===== src/rtl/uart_rx.sv =====
// uart_rx: 8N1 UART receiver (start 0, 8 data bits LSB first, stop 1, idle high).
// The line is synchronized, the start bit is re-checked at the sample point,
// every data and stop bit is sampled once per bit period at SAMPLE_PT, and
// each good byte is delivered with a valid/ack handshake. Framing errors and
// overruns are reported as one-cycle pulses.
module uart_rx #(
    parameter int CLKS_PER_BIT = 1,                    // clk cycles per serial bit (>= 1)
    parameter int SAMPLE_PT    = (CLKS_PER_BIT - 1) / 2 // sample cycle within a bit period
) (
    input  logic       clk,
    input  logic       reset,       // asynchronous, active low
    input  logic       rx_in,
    input  logic       data_ack,
    output logic [7:0] data_out,
    output logic       data_valid,
    output logic       frame_err,
    output logic       overrun,
    output logic       busy
);

    localparam int CNT_W = (CLKS_PER_BIT > 1) ? $clog2(CLKS_PER_BIT) : 1;

    localparam logic [CNT_W-1:0] CNT_LAST   = CNT_W'(CLKS_PER_BIT - 1);
    localparam logic [CNT_W-1:0] CNT_SAMPLE = CNT_W'(SAMPLE_PT);
    localparam logic [CNT_W-1:0] CNT_ONE    = CNT_W'(1);
    localparam bit               SINGLE_CLK = (CLKS_PER_BIT == 1);

    typedef enum logic [2:0] {
        IDLE,
        START,
        DATA,
        STOP,
        WAIT_HIGH
    } state_t;

    state_t           state;
    logic [1:0]       sync;      // sync[0] may go metastable, sync[1] is clean
    logic             rx_s;
    logic [CNT_W-1:0] cnt;       // cycle position within the current bit period
    logic [2:0]       bit_idx;   // data bit being received, 0..7
    logic [7:0]       shreg;     // data bits arrive LSB first, shifted in from the top

    assign rx_s = sync[1];

    // Two-flop synchronizer for the asynchronous serial line; resets to idle-high.
    always_ff @(posedge clk or negedge reset) begin
        if (!reset) begin
            sync <= 2'b11;
        end else begin
            // NOTE: non-blocking assignments make each flop capture the value its
            // predecessor held before this edge, which is what forms the two stages.
            sync <= {sync[0], rx_in};
        end
    end

    // Receive state machine with registered handshake and error outputs.
    always_ff @(posedge clk or negedge reset) begin
        if (!reset) begin
            state      <= IDLE;
            cnt        <= '0;
            bit_idx    <= '0;
            shreg      <= '0;
            data_out   <= '0;
            data_valid <= 1'b0;
            frame_err  <= 1'b0;
            overrun    <= 1'b0;
            busy       <= 1'b0;
        end else begin
            // Error flags are single-cycle pulses unless re-asserted below.
            frame_err <= 1'b0;
            overrun   <= 1'b0;

            // NOTE: a new byte delivered later in this block overrides this clear,
            // because the last non-blocking assignment to a signal wins; that gives
            // "simultaneous ack and new byte keeps data_valid high" for free.
            if (data_ack) begin
                data_valid <= 1'b0;
            end

            case (state)
                IDLE: begin
                    cnt     <= '0;
                    bit_idx <= '0;
                    // This cycle is T0 when the line is low; it is position 0 of
                    // the start bit, so SAMPLE_PT=0 needs no further check.
                    if (!rx_s) begin
                        busy <= 1'b1;
                        if (SINGLE_CLK) begin
                            state <= DATA;
                        end else begin
                            state <= START;
                            cnt   <= CNT_ONE;
                        end
                    end
                end

                START: begin
                    // A line that is high again at the sample point was a glitch.
                    if (cnt == CNT_SAMPLE && rx_s) begin
                        state <= IDLE;
                        busy  <= 1'b0;
                        cnt   <= '0;
                    end else if (cnt == CNT_LAST) begin
                        state <= DATA;
                        cnt   <= '0;
                    end else begin
                        cnt <= cnt + CNT_ONE;
                    end
                end

                DATA: begin
                    if (cnt == CNT_SAMPLE) begin
                        shreg <= {rx_s, shreg[7:1]};
                    end
                    if (cnt == CNT_LAST) begin
                        cnt     <= '0;
                        bit_idx <= bit_idx + 3'd1;
                        if (bit_idx == 3'd7) begin
                            state <= STOP;
                        end
                    end else begin
                        cnt <= cnt + CNT_ONE;
                    end
                end

                STOP: begin
                    // Act on the stop sample immediately so IDLE can catch a
                    // start bit that follows with no gap.
                    if (cnt == CNT_SAMPLE) begin
                        busy <= 1'b0;
                        cnt  <= '0;
                        if (rx_s) begin
                            data_out   <= shreg;
                            data_valid <= 1'b1;
                            overrun    <= data_valid && !data_ack;
                            state      <= IDLE;
                        end else begin
                            frame_err <= 1'b1;
                            state     <= WAIT_HIGH;
                        end
                    end else begin
                        cnt <= cnt + CNT_ONE;
                    end
                end

                WAIT_HIGH: begin
                    // A held-low line (break) must not re-trigger a start.
                    if (rx_s) begin
                        state <= IDLE;
                    end
                end

                default: begin
                    state <= IDLE;
                end
            endcase
        end
    end

endmodule


===== config.mk =====
export PLATFORM = sky130hd
export DESIGN_NAME = uart_rx
export DESIGN_NICKNAME = d
export VERILOG_FILES = /design/src/rtl/uart_rx.sv
export SDC_FILE = /design/constraint.sdc
export NUM_CORES = 1
export LEC_CHECK = 0
export ABC_AREA = 1
export CAP_MARGIN = 20
export CORE_MARGIN = 2
export CORE_UTILIZATION = 35
export CTS_BUF_LIST = sky130_fd_sc_hd__clkbuf_4
export DETAILED_ROUTE_END_ITERATION = 8
export GPL_TIMING_DRIVEN = 0
export SYNTH_ARGS = -nofsm -noshare
export SYNTH_HDL_FRONTEND = slang
export SYNTH_SLANG_ARGS = --single-unit

===== constraint.sdc =====
create_clock -name clk -period 2.6 [get_ports clk]
set_input_delay 0.52 -clock clk [delete_from_list [all_inputs] [get_ports clk]]
set_output_delay 0.52 -clock clk [all_outputs]
set_load 0.005 [all_outputs]

### Word-level counts from Yosys, hierarchy flattened

Cells that the tools add are included.
Widths: inputs -> output; s select.

| cells by class | value |
|---|---|
| add/sub/neg operators | 2 |
| eq/ne operators | 12 |
| muxes and demuxes | 28 |
| bitwise gates (word level) | 1 |
| reduce and logical (&&, ||, !) cells | 13 |

Operators by type and width:

| kind | number |
|---|---|
| $mux 3 | 9 |
| $mux 1 | 15 |
| $pmux 3 s5 | 1 |
| $ne 2x2->1 const B | 6 |
| $eq 3x2->1 const B | 2 |
| $eq 3x3->1 const B | 2 |
| $pmux 1 s3 | 2 |
| $pmux 3 s2 | 1 |
| $reduce_and 6->1 | 1 |
| $reduce_bool 3->1 | 2 |
| $reduce_and 2->1 | 2 |
| $reduce_and 4->1 | 1 |
| $add 3x1->3 const B | 1 |
| $eq 3x1->1 const B | 1 |
| $logic_not 3->1 | 1 |
| $ne 3x3->1 const B | 1 |
| $reduce_and 3->1 | 1 |
| $logic_and 1x1->1 | 2 |
| $reduce_bool 2->1 | 1 |
| $reduce_or 2->1 | 1 |
| $add 1x1->1 const B | 1 |
| $logic_not 1->1 | 1 |
| $not 1->1 | 1 |

| word-level totals | value |
|---|---|
| bits in registers | 29 |
| input bits | 4 |
| word-level logic and storage cells | 66 |

### Longest topological paths before layout

| depth | value |
|---|---|
| word-level depth | 5 |
| gate-level depth with buffers | 6 |
| depth with buffers taken out | 6 |

### Least setup slack after synthesis

Ideal clock, no wire load.

| timing | value |
|---|---|
| kind | reg-to-reg |
| from | register state[2] |
| to | register data_out[0] |
| arrival time | 1.050 ns |
| slack | 1.433 ns |
| stages on the path, launching flop included | 7 |
| period minus slack after synthesis | 1.167 ns |
| cell sequence | dfrtp_1 -> buf_6 -> nor3_4 -> nand2_4 -> buf_6 -> nand2_1 -> nand2_1 |

| between the ends | value |
|---|---|
| longest elaborated chain between the ends | 2 |

RTL lines:

| what | line | source |
|---|---|---|
| start: declaration | 36 | `state_t state;` |
| start signal: assignment | 59 | `state <= IDLE;` |
| start signal: assignment | 89 | `state <= DATA;` |
| start signal: assignment | 91 | `state <= START;` |
| $eq 3x2->1 | 80 | `case (state)` |
| $reduce_and 3->1 (no line) | - |  |
| end signal: assignment | 133 | `data_out <= shreg;` |
| end: declaration | 14 | `output logic [7:0] data_out,` |

No other way between the ends.
A chain may end at the register's enable or synchronous reset.

### Worst setup path after layout

| timing | value |
|---|---|
| from | register data_valid |
| to | output port data_valid |

RTL lines:

| what | line | source |
|---|---|---|
| start: declaration | 15 | `output logic data_valid,` |
| start signal: assignment | 64 | `data_valid <= 1'b0;` |
| start signal: assignment | 77 | `data_valid <= 1'b0;` |
| start signal: assignment | 134 | `data_valid <= 1'b1;` |

No word-level cell between the ends.

==> impl_results.md <==
* Outcome: completed
* Setup TNS at 0 ps
* Mapped Area at 1144 µm²
* DRT iter0 DRCs at 32
* Met2 wire length at 903 µm
* Die Y at 61.16 µm
* WS Path Type: flip-flop to output pin
* Worst Hold Class: flip-flop to flip-flop
* Drt total wl at 1976 µm
* Fin crit share at 66.34%
* Final Skew at 4.850 ps
* Final setup fails at 0
* Final hold vios at 0
* Largest net degree at the start of global routing at 16
* Clock Sinks at 28
* Max IR drop VDD at 628.2 µV
* Via count at 784
* # IOs at 16
* Combinational power share at 41.5%
* Worst Setup Start Kind: flip-flop
* DRC Markers at 0
* H-tree depth at 1
* Number of buffers created by CTS at 3
* RSZ-0062 raised after global routing: false
* Warnings from Yosys at 0
* Achievable frequency at 579.8 MHz
* Layout cells sized above 1 at 16.03%
* Root Buffer: clkbuf_4
* Sequential fraction of the synthesis area at 61.49%
* Routed wl met3 at 75 µm
* Row count at 20
* Final GP Congestion at 0.8052
* # fillers at 317
* Max capacitance violation total at 0
* Die area at 3741 µm²
* Mean Syn Cell Area at 10.30 µm²
* Crit. End Element: output pin
* Worst Tran Pin Value at 664.8 ps
* Maximum buffer depth of the clock tree at 2
* Max Fanout on Critical Path at 2
* Chip Width at 61.16 µm
* Slowest CP cell: clkdlybuf4s50_1
* HPWL Detailed at 1387 µm
* M1 wire length at 997 µm
* Cell count after synthesis at 111
* Switching pwr at 0.0005304 W
* Vias in the first global route at 816
* Hold_buf cts at 0
* Reg power frac at 46.2%
* Drt pass-1 iters at 4
* Net count, final at 138
* Initial Util at 37.15%
* #FFs+latches synth at 28
* Switch share at 36.17%
* Clock Latency Late Sink at 320 ps
* Clock slew at reported path FFs at 150 ps
* Slew Viols, Final at 0
* I/O Buffers at 15
* Post-DR wirelength/cell at 11.29 µm
* Worst Path Arrival at 1200 ps
* CTS tree: done
* Syn_nets at 117
* Clk network pwr share at 12.3%
* Antenna-violating nets left at 0
* Antenna violations before repair at 0
* Core area at 3078 µm²
* CP top delay family: buffers and inverters
* Vias per cell at 4.480
* ANT cells at 0
* Setup repair bufs after CTS at 0
* Worst-path cell chain: clkdlybuf4s50_1
* Int Pwr at 0.0009359 W
* Area Growth Syn to Fin at 21.55%
* Top routing layer used: met3
* Max incr delay on CP at 510 ps
* Leak at 0.6750 nW
* PwrDens at 1055 nW/µm²
* Final Total Pwr at 0.001466 W
* WP buf/inv at 1
* Tmin final at 1725 ps
* Worst Path Required at 2080 ps
* Total grt overflow at 0
* All-Layer GR Usage at 13.17%
* Slew HR at 55.54%
* Post-cts resize count at 0
* First-pass GRT wire length at 3677 µm
* Yosys cell types at 18
final timing paths:
path | start | endpoint | slack [ps] | cells after the start
min in group asynchronous | reset | state[1] | 580 | 1
max in group asynchronous | reset | sync[0] | 1410 | 2
worst min-delay path | sync[0] | sync[1] | 360 | 0
worst max-delay path | data_valid | data_valid | 880 | 1
worst max register to register | state[2] | shreg[6] | 1290 | 5
worst min register to register | sync[0] | sync[1] | 360 | 0
layout by cell type, fill, tap and decap left out, drive strengths merged:
| cell | Yosys | layout |
|---|---|---|
| buf | 3 | 4 |
| clkbuf | 0 | 3 |
| o31ai | 1 | 1 |
| nand3 | 6 | 6 |
| ha | 2 | 2 |
| inv | 14 | 14 |
| clkdlybuf4s50 | 0 | 15 |
| clkinv | 0 | 1 |
| o21ai | 19 | 19 |
| nand2 | 29 | 29 |
| nor2 | 7 | 7 |
| dfrtp | 26 | 26 |
| dfstp | 2 | 2 |
| nand4 | 1 | 1 |
| nor3 | 1 | 1 |
routing by layer:
| layer | up-vias | GRT usage [%] |
|---|---|---|
| met5 | - | 0 |
| met4 | 0 | 0.9317 |
| met3 | 0 | 4.412 |
| met2 | 13 | 21.28 |
| met1 | 377 | 18.18 |
| li1 | 394 | - |
logic make-up after synthesis:
group,Yosys count,synth area share [%]
adders and majority gates,2,2.188
DFF,28,61.49
and+or+nand+nor,44,17.51
buffers and inverters,17,7.549
AOI/OAI and AO/OA,20,11.27
final cells by class:
cell class / count / area (µm²) / share of cell area, %
multi-input combinational: 66 / 354.1 / 25.47
buffer: 3 / 33.78 / 2.430
timing repair buffer: 16 / 165.2 / 11.88
sequential: 28 / 703.2 / 50.59
tap: 44 / 55.05 / 3.960
clock buffer: 3 / 22.52 / 1.620
clock inverter: 1 / 3.754 / 0.2700
inverter: 14 / 52.55 / 3.780
power groups by stage:
stage / logic (W) / clock network, W / registers, W
after global routing: 0.000704 / 0.000209 / 0.000700
after floorplan: 0.000375 / 0 / 0.000681
after CTS: 0.000621 / 0.000194 / 0.000679
after global placement: 0.000597 / 0 / 0.000684
final: 0.000609 / 0.000180 / 0.000678
after detailed placement: 0.000617 / 0 / 0.000689
registers in the layout (all words and copies together) (netlist names):
| register | count |
|---|---|
| frame_err | 1 |
| state | 3 |
| shreg | 8 |
| sync | 2 |
| data_out | 8 |
| data_valid | 1 |
| overrun | 1 |
| bit_idx | 3 |
| busy | 1 |
through the flow:
stage,setup WS [ps],utilization [%],std cells,area (µm²),hold slack [ps]
after floorplan,1433,-,111,1144,224.4
after global placement,613.4,43.82,170,1349,347.2
after detailed placement,985.4,44.31,171,1364,349.7
after CTS,848.0,45.16,175,1390,362.5
after global routing,791.6,45.16,175,1390,369.0
final,875.2,45.16,175,1390,363.6
cells in the mapped netlist, drive strengths merged:
cell | n | area, µm²
buf | 3 | 33.78
dfrtp | 26 | 650.6
dfstp | 2 | 52.55
ha | 2 | 25.02
inv | 14 | 52.55
nand2 | 29 | 118.9
nand3 | 6 | 30.03
nand4 | 1 | 6.260
nor2 | 7 | 28.78
nor3 | 1 | 16.27
o21ai | 19 | 121.4
o31ai | 1 | 7.510
(Power assumes the default switching activity.)
